`src/rtl/utils_pkg.sv`:
```
// Shared definitions for the machine timer: register offsets, FSM states,
// request bundle and a byte-strobe merge helper.
package utils_pkg;

  localparam logic [31:0] MTIMER_MSIP    = 32'h0000_0000;
  localparam logic [31:0] MTIMER_CMP_LO  = 32'h0000_0008;
  localparam logic [31:0] MTIMER_CMP_HI  = 32'h0000_000C;
  localparam logic [31:0] MTIMER_TIME_LO = 32'h0000_0010;
  localparam logic [31:0] MTIMER_TIME_HI = 32'h0000_0014;

  typedef enum logic {
    MT_IDLE,
    MT_RESP
  } mtimer_st_t;

  typedef struct packed {
    logic        we;
    logic [31:0] addr;
    logic [31:0] wdata;
    logic [3:0]  wstrb;
  } s_mtimer_req_t;

  // Replace only the bytes of old_val whose strobe bit is set.
  function automatic logic [31:0] apply_wstrb(input logic [31:0] old_val,
                                              input logic [31:0] wdata,
                                              input logic [3:0]  wstrb);
    logic [31:0] res;
    res = old_val;
    for (int b = 0; b < 4; b++) begin
      if (wstrb[b]) begin
        res[8*b +: 8] = wdata[8*b +: 8];
      end
    end
    return res;
  endfunction

endpackage

```
`src/rtl/mtimer_prescaler.sv`:
```
// Free-running divider: pulses tick_o once every PRESCALER clocks.
// Kept standalone so a later watchdog can reuse it.
module mtimer_prescaler #(
  parameter int unsigned PRESCALER = 1
) (
  input  logic clk,
  input  logic rst,
  output logic tick_o
);

  localparam int unsigned CW = 16;
  localparam logic [CW-1:0] LAST = CW'(PRESCALER - 1);

  logic [CW-1:0] count_q;
  logic [CW-1:0] count_d;

  assign tick_o = (count_q == LAST);

  // Count 0..PRESCALER-1, wrapping to zero on the tick cycle.
  always_comb begin
    count_d = count_q + CW'(1);
    if (count_q == LAST) begin
      count_d = '0;
    end
  end

  // Counter register.
  always_ff @(posedge clk or posedge rst) begin
    if (rst) begin
      count_q <= '0;
    end else begin
      count_q <= count_d;
    end
  end

endmodule

```
`src/rtl/mtimer_irq_gen.sv`:
```
// Memory-mapped machine timer (mtime/mtimecmp) and software interrupt (msip)
// behind a single-outstanding valid/ready slave port.
module mtimer_irq_gen
  import utils_pkg::*;
#(
  parameter int unsigned ADDR_WIDTH   = 8,
  parameter int unsigned PRESCALER    = 1,
  parameter logic [63:0] MTIMECMP_RST = 64'hFFFF_FFFF_FFFF_FFFF
) (
  input  logic                  clk,
  input  logic                  rst,
  input  logic                  req_valid_i,
  output logic                  req_ready_o,
  input  logic                  req_we_i,
  input  logic [ADDR_WIDTH-1:0] req_addr_i,
  input  logic [31:0]           req_wdata_i,
  input  logic [3:0]            req_wstrb_i,
  output logic                  rsp_valid_o,
  input  logic                  rsp_ready_i,
  output logic [31:0]           rsp_rdata_o,
  output logic                  rsp_err_o,
  output logic                  timer_irq_o,
  output logic                  sw_irq_o,
  output logic [63:0]           mtime_o
);

  mtimer_st_t    state_q, state_d;
  logic [63:0]   mtime_q, mtime_d;
  logic [63:0]   mtimecmp_q, mtimecmp_d;
  logic          msip_q, msip_d;
  logic          timer_irq_q, timer_irq_d;
  logic          sw_irq_q, sw_irq_d;
  logic [31:0]   rsp_rdata_q, rsp_rdata_d;
  logic          rsp_err_q, rsp_err_d;

  s_mtimer_req_t req;
  logic          tick;
  logic          accept;
  logic          hit_msip, hit_cmp_lo, hit_cmp_hi, hit_time_lo, hit_time_hi;
  logic          addr_ok;
  logic [31:0]   rd_val;

  assign req = '{we: req_we_i, addr: 32'(req_addr_i), wdata: req_wdata_i, wstrb: req_wstrb_i};

  assign accept      = req_valid_i && (state_q == MT_IDLE);
  assign req_ready_o = (state_q == MT_IDLE);
  assign rsp_valid_o = (state_q == MT_RESP);
  assign rsp_rdata_o = rsp_rdata_q;
  assign rsp_err_o   = rsp_err_q;
  assign timer_irq_o = timer_irq_q;
  assign sw_irq_o    = sw_irq_q;
  assign mtime_o     = mtime_q;

  mtimer_prescaler #(
    .PRESCALER(PRESCALER)
  ) u_prescaler (
    .clk   (clk),
    .rst   (rst),
    .tick_o(tick)
  );

  // Decode the request address and select read data from pre-write state.
  always_comb begin
    hit_msip    = (req.addr == MTIMER_MSIP);
    hit_cmp_lo  = (req.addr == MTIMER_CMP_LO);
    hit_cmp_hi  = (req.addr == MTIMER_CMP_HI);
    hit_time_lo = (req.addr == MTIMER_TIME_LO);
    hit_time_hi = (req.addr == MTIMER_TIME_HI);
    addr_ok     = (req.addr[1:0] == 2'b00) &&
                  (hit_msip || hit_cmp_lo || hit_cmp_hi || hit_time_lo || hit_time_hi);
    rd_val      = '0;
    if (hit_msip) begin
      rd_val = {31'b0, msip_q};
    end else if (hit_cmp_lo) begin
      rd_val = mtimecmp_q[31:0];
    end else if (hit_cmp_hi) begin
      rd_val = mtimecmp_q[63:32];
    end else if (hit_time_lo) begin
      rd_val = mtime_q[31:0];
    end else if (hit_time_hi) begin
      rd_val = mtime_q[63:32];
    end
  end

  // Transaction FSM plus register updates; a bus write to an mtime half
  // overrides the tick increment for that cycle.
  always_comb begin
    state_d     = state_q;
    rsp_rdata_d = rsp_rdata_q;
    rsp_err_d   = rsp_err_q;
    msip_d      = msip_q;
    mtimecmp_d  = mtimecmp_q;
    mtime_d     = tick ? (mtime_q + 64'd1) : mtime_q;
    timer_irq_d = (mtime_q >= mtimecmp_q);
    sw_irq_d    = msip_q;

    case (state_q)
      MT_IDLE: begin
        if (accept) begin
          state_d     = MT_RESP;
          rsp_err_d   = !addr_ok;
          rsp_rdata_d = (!req.we && addr_ok) ? rd_val : 32'd0;
          if (req.we && addr_ok) begin
            if (hit_msip && req.wstrb[0]) begin
              msip_d = req.wdata[0];
            end
            if (hit_cmp_lo) begin
              mtimecmp_d[31:0] = apply_wstrb(mtimecmp_q[31:0], req.wdata, req.wstrb);
            end
            if (hit_cmp_hi) begin
              mtimecmp_d[63:32] = apply_wstrb(mtimecmp_q[63:32], req.wdata, req.wstrb);
            end
            if (hit_time_lo) begin
              mtime_d = {mtime_q[63:32], apply_wstrb(mtime_q[31:0], req.wdata, req.wstrb)};
            end
            if (hit_time_hi) begin
              mtime_d = {apply_wstrb(mtime_q[63:32], req.wdata, req.wstrb), mtime_q[31:0]};
            end
          end
        end
      end
      MT_RESP: begin
        if (rsp_ready_i) begin
          state_d     = MT_IDLE;
          rsp_rdata_d = '0;
          rsp_err_d   = 1'b0;
        end
      end
      default: begin
        state_d = MT_IDLE;
      end
    endcase
  end

  // State and register file; reset drops any in-flight transaction.
  always_ff @(posedge clk or posedge rst) begin
    if (rst) begin
      state_q     <= MT_IDLE;
      mtime_q     <= '0;
      mtimecmp_q  <= MTIMECMP_RST;
      msip_q      <= 1'b0;
      timer_irq_q <= 1'b0;
      sw_irq_q    <= 1'b0;
      rsp_rdata_q <= '0;
      rsp_err_q   <= 1'b0;
    end else begin
      state_q     <= state_d;
      mtime_q     <= mtime_d;
      mtimecmp_q  <= mtimecmp_d;
      msip_q      <= msip_d;
      timer_irq_q <= timer_irq_d;
      sw_irq_q    <= sw_irq_d;
      rsp_rdata_q <= rsp_rdata_d;
      rsp_err_q   <= rsp_err_d;
    end
  end

endmodule

```
`config.mk`:
```
export PLATFORM = sky130hd
export DESIGN_NAME = mtimer_irq_gen
export DESIGN_NICKNAME = d
export VERILOG_FILES = /design/src/rtl/utils_pkg.sv /design/src/rtl/mtimer_prescaler.sv /design/src/rtl/mtimer_irq_gen.sv
export SDC_FILE = /design/constraint.sdc
export NUM_CORES = 1
export LEC_CHECK = 0
export ABC_AREA = 1
export CAP_MARGIN = 25
export CELL_PAD_IN_SITES_DETAIL_PLACEMENT = 1
export CELL_PAD_IN_SITES_GLOBAL_PLACEMENT = 2
export CORE_UTILIZATION = 32
export CTS_CLUSTER_DIAMETER = 50
export CTS_CLUSTER_SIZE = 8
export DETAILED_ROUTE_END_ITERATION = 8
export PLACE_DENSITY_LB_ADDON = 0.1
export SETUP_SLACK_MARGIN = 0.5
export SYNTH_ARGS = -nofsm -noshare
export SYNTH_HDL_FRONTEND = slang
export SYNTH_SLANG_ARGS = --single-unit
```
`constraint.sdc`:
```
create_clock -name clk -period 6.6 [get_ports clk]
set_input_delay 1.32 -clock clk [delete_from_list [all_inputs] [get_ports clk]]
set_output_delay 1.32 -clock clk [all_outputs]
set_load 0.005 [all_outputs]
```
==> load_flow_metrics.sql <==
INSERT INTO impl_metrics (metric_group, metric, value, unit) VALUES
('outcome', 'run_status', 'finished, final reports clean', ''),
('route', 'amount_of_wire_on_met2_after_detailed_routing', '27.48', 'mm'),
('sta', 'postLayoutSetupSlackWorst', '2.346', 'ns'),
('sta', 'max_slew.worst_pin.slew', '1.074', 'ns'),
('die', 'core_region_area', '39010', 'µm²'),
('clock_tree', 'post_cts_hold_buffer_count', '0', ''),
('route', 'postRouteAntennaNets', '0', ''),
('sta', 'timing.final.setup_violations', '0', ''),
('yosys', 'avgSynthCellArea', '6.897', 'µm²'),
('grt', 'first_global_vias', '13780', ''),
('critical_path', 'cp_cell_sequence', 'clkdlybuf4s50_1 -> nor2_2 -> nand3_1 -> nor2_2 -> buf_4 -> nor2_2 -> buf_4 -> inv_2 -> nand3_2 -> inv_2 -> nand3_1 -> nand3_1 -> nand3_1', ''),
('route', 'vias', '13620', ''),
('placement', 'pre_cts_ws', '1.934', 'ns'),
('placement', 'dpl.cell_count', '2478', ''),
('route', 'drt_first_pass_iters', '7', ''),
('route', 'wl_met3', '2.872', 'mm'),
('placement', 'place_hpwl', '46.39', 'mm'),
('clock_tree', 'number_of_cts_inserted_buffers', '17', ''),
('sta', 'slew_headroom', '28.17', '%'),
('yosys', 'yosys_warnings', '0', ''),
('grt', 'grt-ovfl-total', '0', ''),
('die', 'i_o_pin_total', '150', ''),
('route', 'drtIter0Drc', '884', ''),
('clock_tree', 'cts.htree.levels', '4', ''),
('route', 'routed_wire_length', '60.37', 'mm'),
('critical_path', 'path_delay_family', 'buffers and inverters', ''),
('die', 'rows', '72', ''),
('clock_tree', 'post_cts_resized', '0', ''),
('clock_tree', 'cts_tree', 'yes', ''),
('layout', 'instances_no_fill', '2510', ''),
('yosys', 'cell_with_the_most_instances_after_synthesis', 'sky130_fd_sc_hd__nand2_1', ''),
('critical_path', 'worst_path_required', '6.99', 'ns'),
('route', 'average_wire_length_per_cell_after_detail_routing', '24.05', 'µm'),
('route', 'topRoutingLayerUsed', 'met4', ''),
('critical_path', 'critical-path-max-stage-delay', '0.53', 'ns'),
('sta', 'timing.final.max_slew_violations', '0', ''),
('yosys', 'syn_inst', '1852', ''),
('yosys', 'synth_area', '12770', 'µm²'),
('yosys', 'synth_top_cells_by_area', 'sky130_fd_sc_hd__dfrtp_1 (23%), sky130_fd_sc_hd__nand2_1 (14%), sky130_fd_sc_hd__dfstp_2 (13%), sky130_fd_sc_hd__inv_1 (7.1%), sky130_fd_sc_hd__ha_1 (6.6%)', ''),
('flow_run', 'max_cap_viol_count', '0', ''),
('yosys', 'postSynthNetCount', '1968', ''),
('critical_path', 'critical_path.most_common_cell', 'sky130_fd_sc_hd__nand3_1', ''),
('power_and_ir_drop', 'power.static_leakage', '6.614', 'nW'),
('yosys', 'ys_seq_elements', '181', ''),
('die', 'die_w', '201.8', 'µm'),
('route', 'detail_route.vias_per_cell', '5.427', ''),
('yosys', 'ys_seq_area_share', '36.09', '%'),
('grt', 'grt_max_degree', '107', ''),
('yosys', 'synthDistinctLibCells', '40', ''),
('yosys', 'synth_top_cell_by_area', 'sky130_fd_sc_hd__dfrtp_1', ''),
('route', 'routedLengthMet1', '29.07', 'mm'),
('layout', 'synthToLayoutAreaGrowth', '20.30', '%'),
('sta', 'grt_setup_unrepaired', 'no', ''),
('clock_tree', 'clk_slew_on_worst_s_h_paths', '0.08', 'ns'),
('layout', 'fin_nets', '2095', ''),
('clock_tree', 'tritoncts_num_sinks', '181', ''),
('placement', 'finalWeightedCongestion', '0.9736', ''),
('critical_path', 'critPathBufInv', '5', ''),
('sta', 'setup-tns-final', '0', 'ns'),
('sta', 'worst_clock_skew', '0.01924', 'ns'),
('die', 'die_h', '201.8', 'µm'),
('clock_tree', 'postCtsSetupBuffers', '0', ''),
('critical_path', 'path_class', 'input pin to flop', ''),
('min_path', 'worst_hold_path_type', 'flop to flop', ''),
('grt', 'grt_antenna_before_repair', '0', ''),
('critical_path', 'critPathCaptureType', 'flop', ''),
('clock_tree', 'clk_latency', '0.51', 'ns'),
('critical_path', 'timing.reg2reg.setup_slack', '2.62', 'ns'),
('critical_path', 'slowest_stage', 'sky130_fd_sc_hd__nand3_2', ''),
('yosys', 'asyncSetResetFlopFracSynth', '100.0', '%'),
('sta', 'final.period_utilization', '64.46', '%');
## per-stage QoR
stage | util, % | area, µm²
after floorplan | - | 12780
after global placement | 37.97 | 14810
after detailed placement | 37.98 | 14820
after CTS | 39.39 | 15370
after global routing | 39.39 | 15370
final | 39.39 | 15370
## routing by layer
metal	track usage, %	vias up
met1	42.91	6847
li1	-	6384
met3	4.386	51
met4	8.252	0
met2	47.82	341
met5	0	-
## layout make-up
class                      count  area, µm²
clock inverter                 6      38.79
tap                          518      648.1
inverter                     256      964.7
multi-input combinational   1356       6957
fill                        4983      23640
clock buffer                  26      511.7
sequential                   181       4609
timing repair buffer         167       1637
## worst paths after layout
check / start / to / depth (start not counted)
max: req_addr_i[1] / mtime_o[35] / 13
min: msip_q / sw_irq_o / 0
max reg2reg: u_prescaler.count_q[0] / mtime_o[63] / 17
min reg2reg: msip_q / sw_irq_o / 0
max in group asynchronous: rst / mtime_o[57] / 3
min in group asynchronous: rst / rsp_rdata_o[2] / 2
## flip-flops by register name (all words and copies together) (netlist names)
| name | cells |
|---|---|
| msip_q | 1 |
| mtime_o | 64 |
| mtimecmp_q | 64 |
| rsp_err_o | 1 |
| rsp_rdata_o | 32 |
| rsp_valid_o | 1 |
| sw_irq_o | 1 |
| timer_irq_o | 1 |
| u_prescaler.count_q | 16 |
## logic make-up after synthesis
family,after synthesis,share of synthesized area [%]
adders and majority gates,67,6.563
buffers and inverters,315,9.472
xor gates and xnor gates,32,2.194
and+or+nand+nor,954,32.35
AOI/OAI and AO/OA,303,13.33
DFF,181,36.09
## cells in the final DEF (no fill, tap or decap), types with 10 or more instances in the layout
cell type,synthesis,layout
sky130_fd_sc_hd__inv_1,242,241
sky130_fd_sc_hd__clkdlybuf4s50_1,0,149
sky130_fd_sc_hd__o221ai_1,14,14
sky130_fd_sc_hd__o21ai_1,27,27
sky130_fd_sc_hd__nand3_1,150,150
sky130_fd_sc_hd__o211ai_1,31,31
sky130_fd_sc_hd__nor2_1,167,166
sky130_fd_sc_hd__dfrtp_1,117,117
sky130_fd_sc_hd__o21ai_0,151,151
sky130_fd_sc_hd__clkbuf_16,0,19
sky130_fd_sc_hd__nor3_1,47,47
sky130_fd_sc_hd__a21oi_1,59,59
sky130_fd_sc_hd__dfstp_2,64,64
sky130_fd_sc_hd__nand2_1,490,490
sky130_fd_sc_hd__nand3_2,10,10
sky130_fd_sc_hd__xor2_1,28,28
sky130_fd_sc_hd__inv_2,13,13
sky130_fd_sc_hd__buf_4,0,16
sky130_fd_sc_hd__ha_1,67,67
sky130_fd_sc_hd__nand4_1,69,69
## power breakdown
part,leakage (nW),switching [mW],internal (mW),total [mW]
combinational,4.16,0.236,0.172,0.408
sequential,2.18,0.0992,1.14,1.24
clock,0.270,0.496,0.536,1.03
total,6.61,0.832,1.85,2.68
Power figures use the tool's default switching activity.
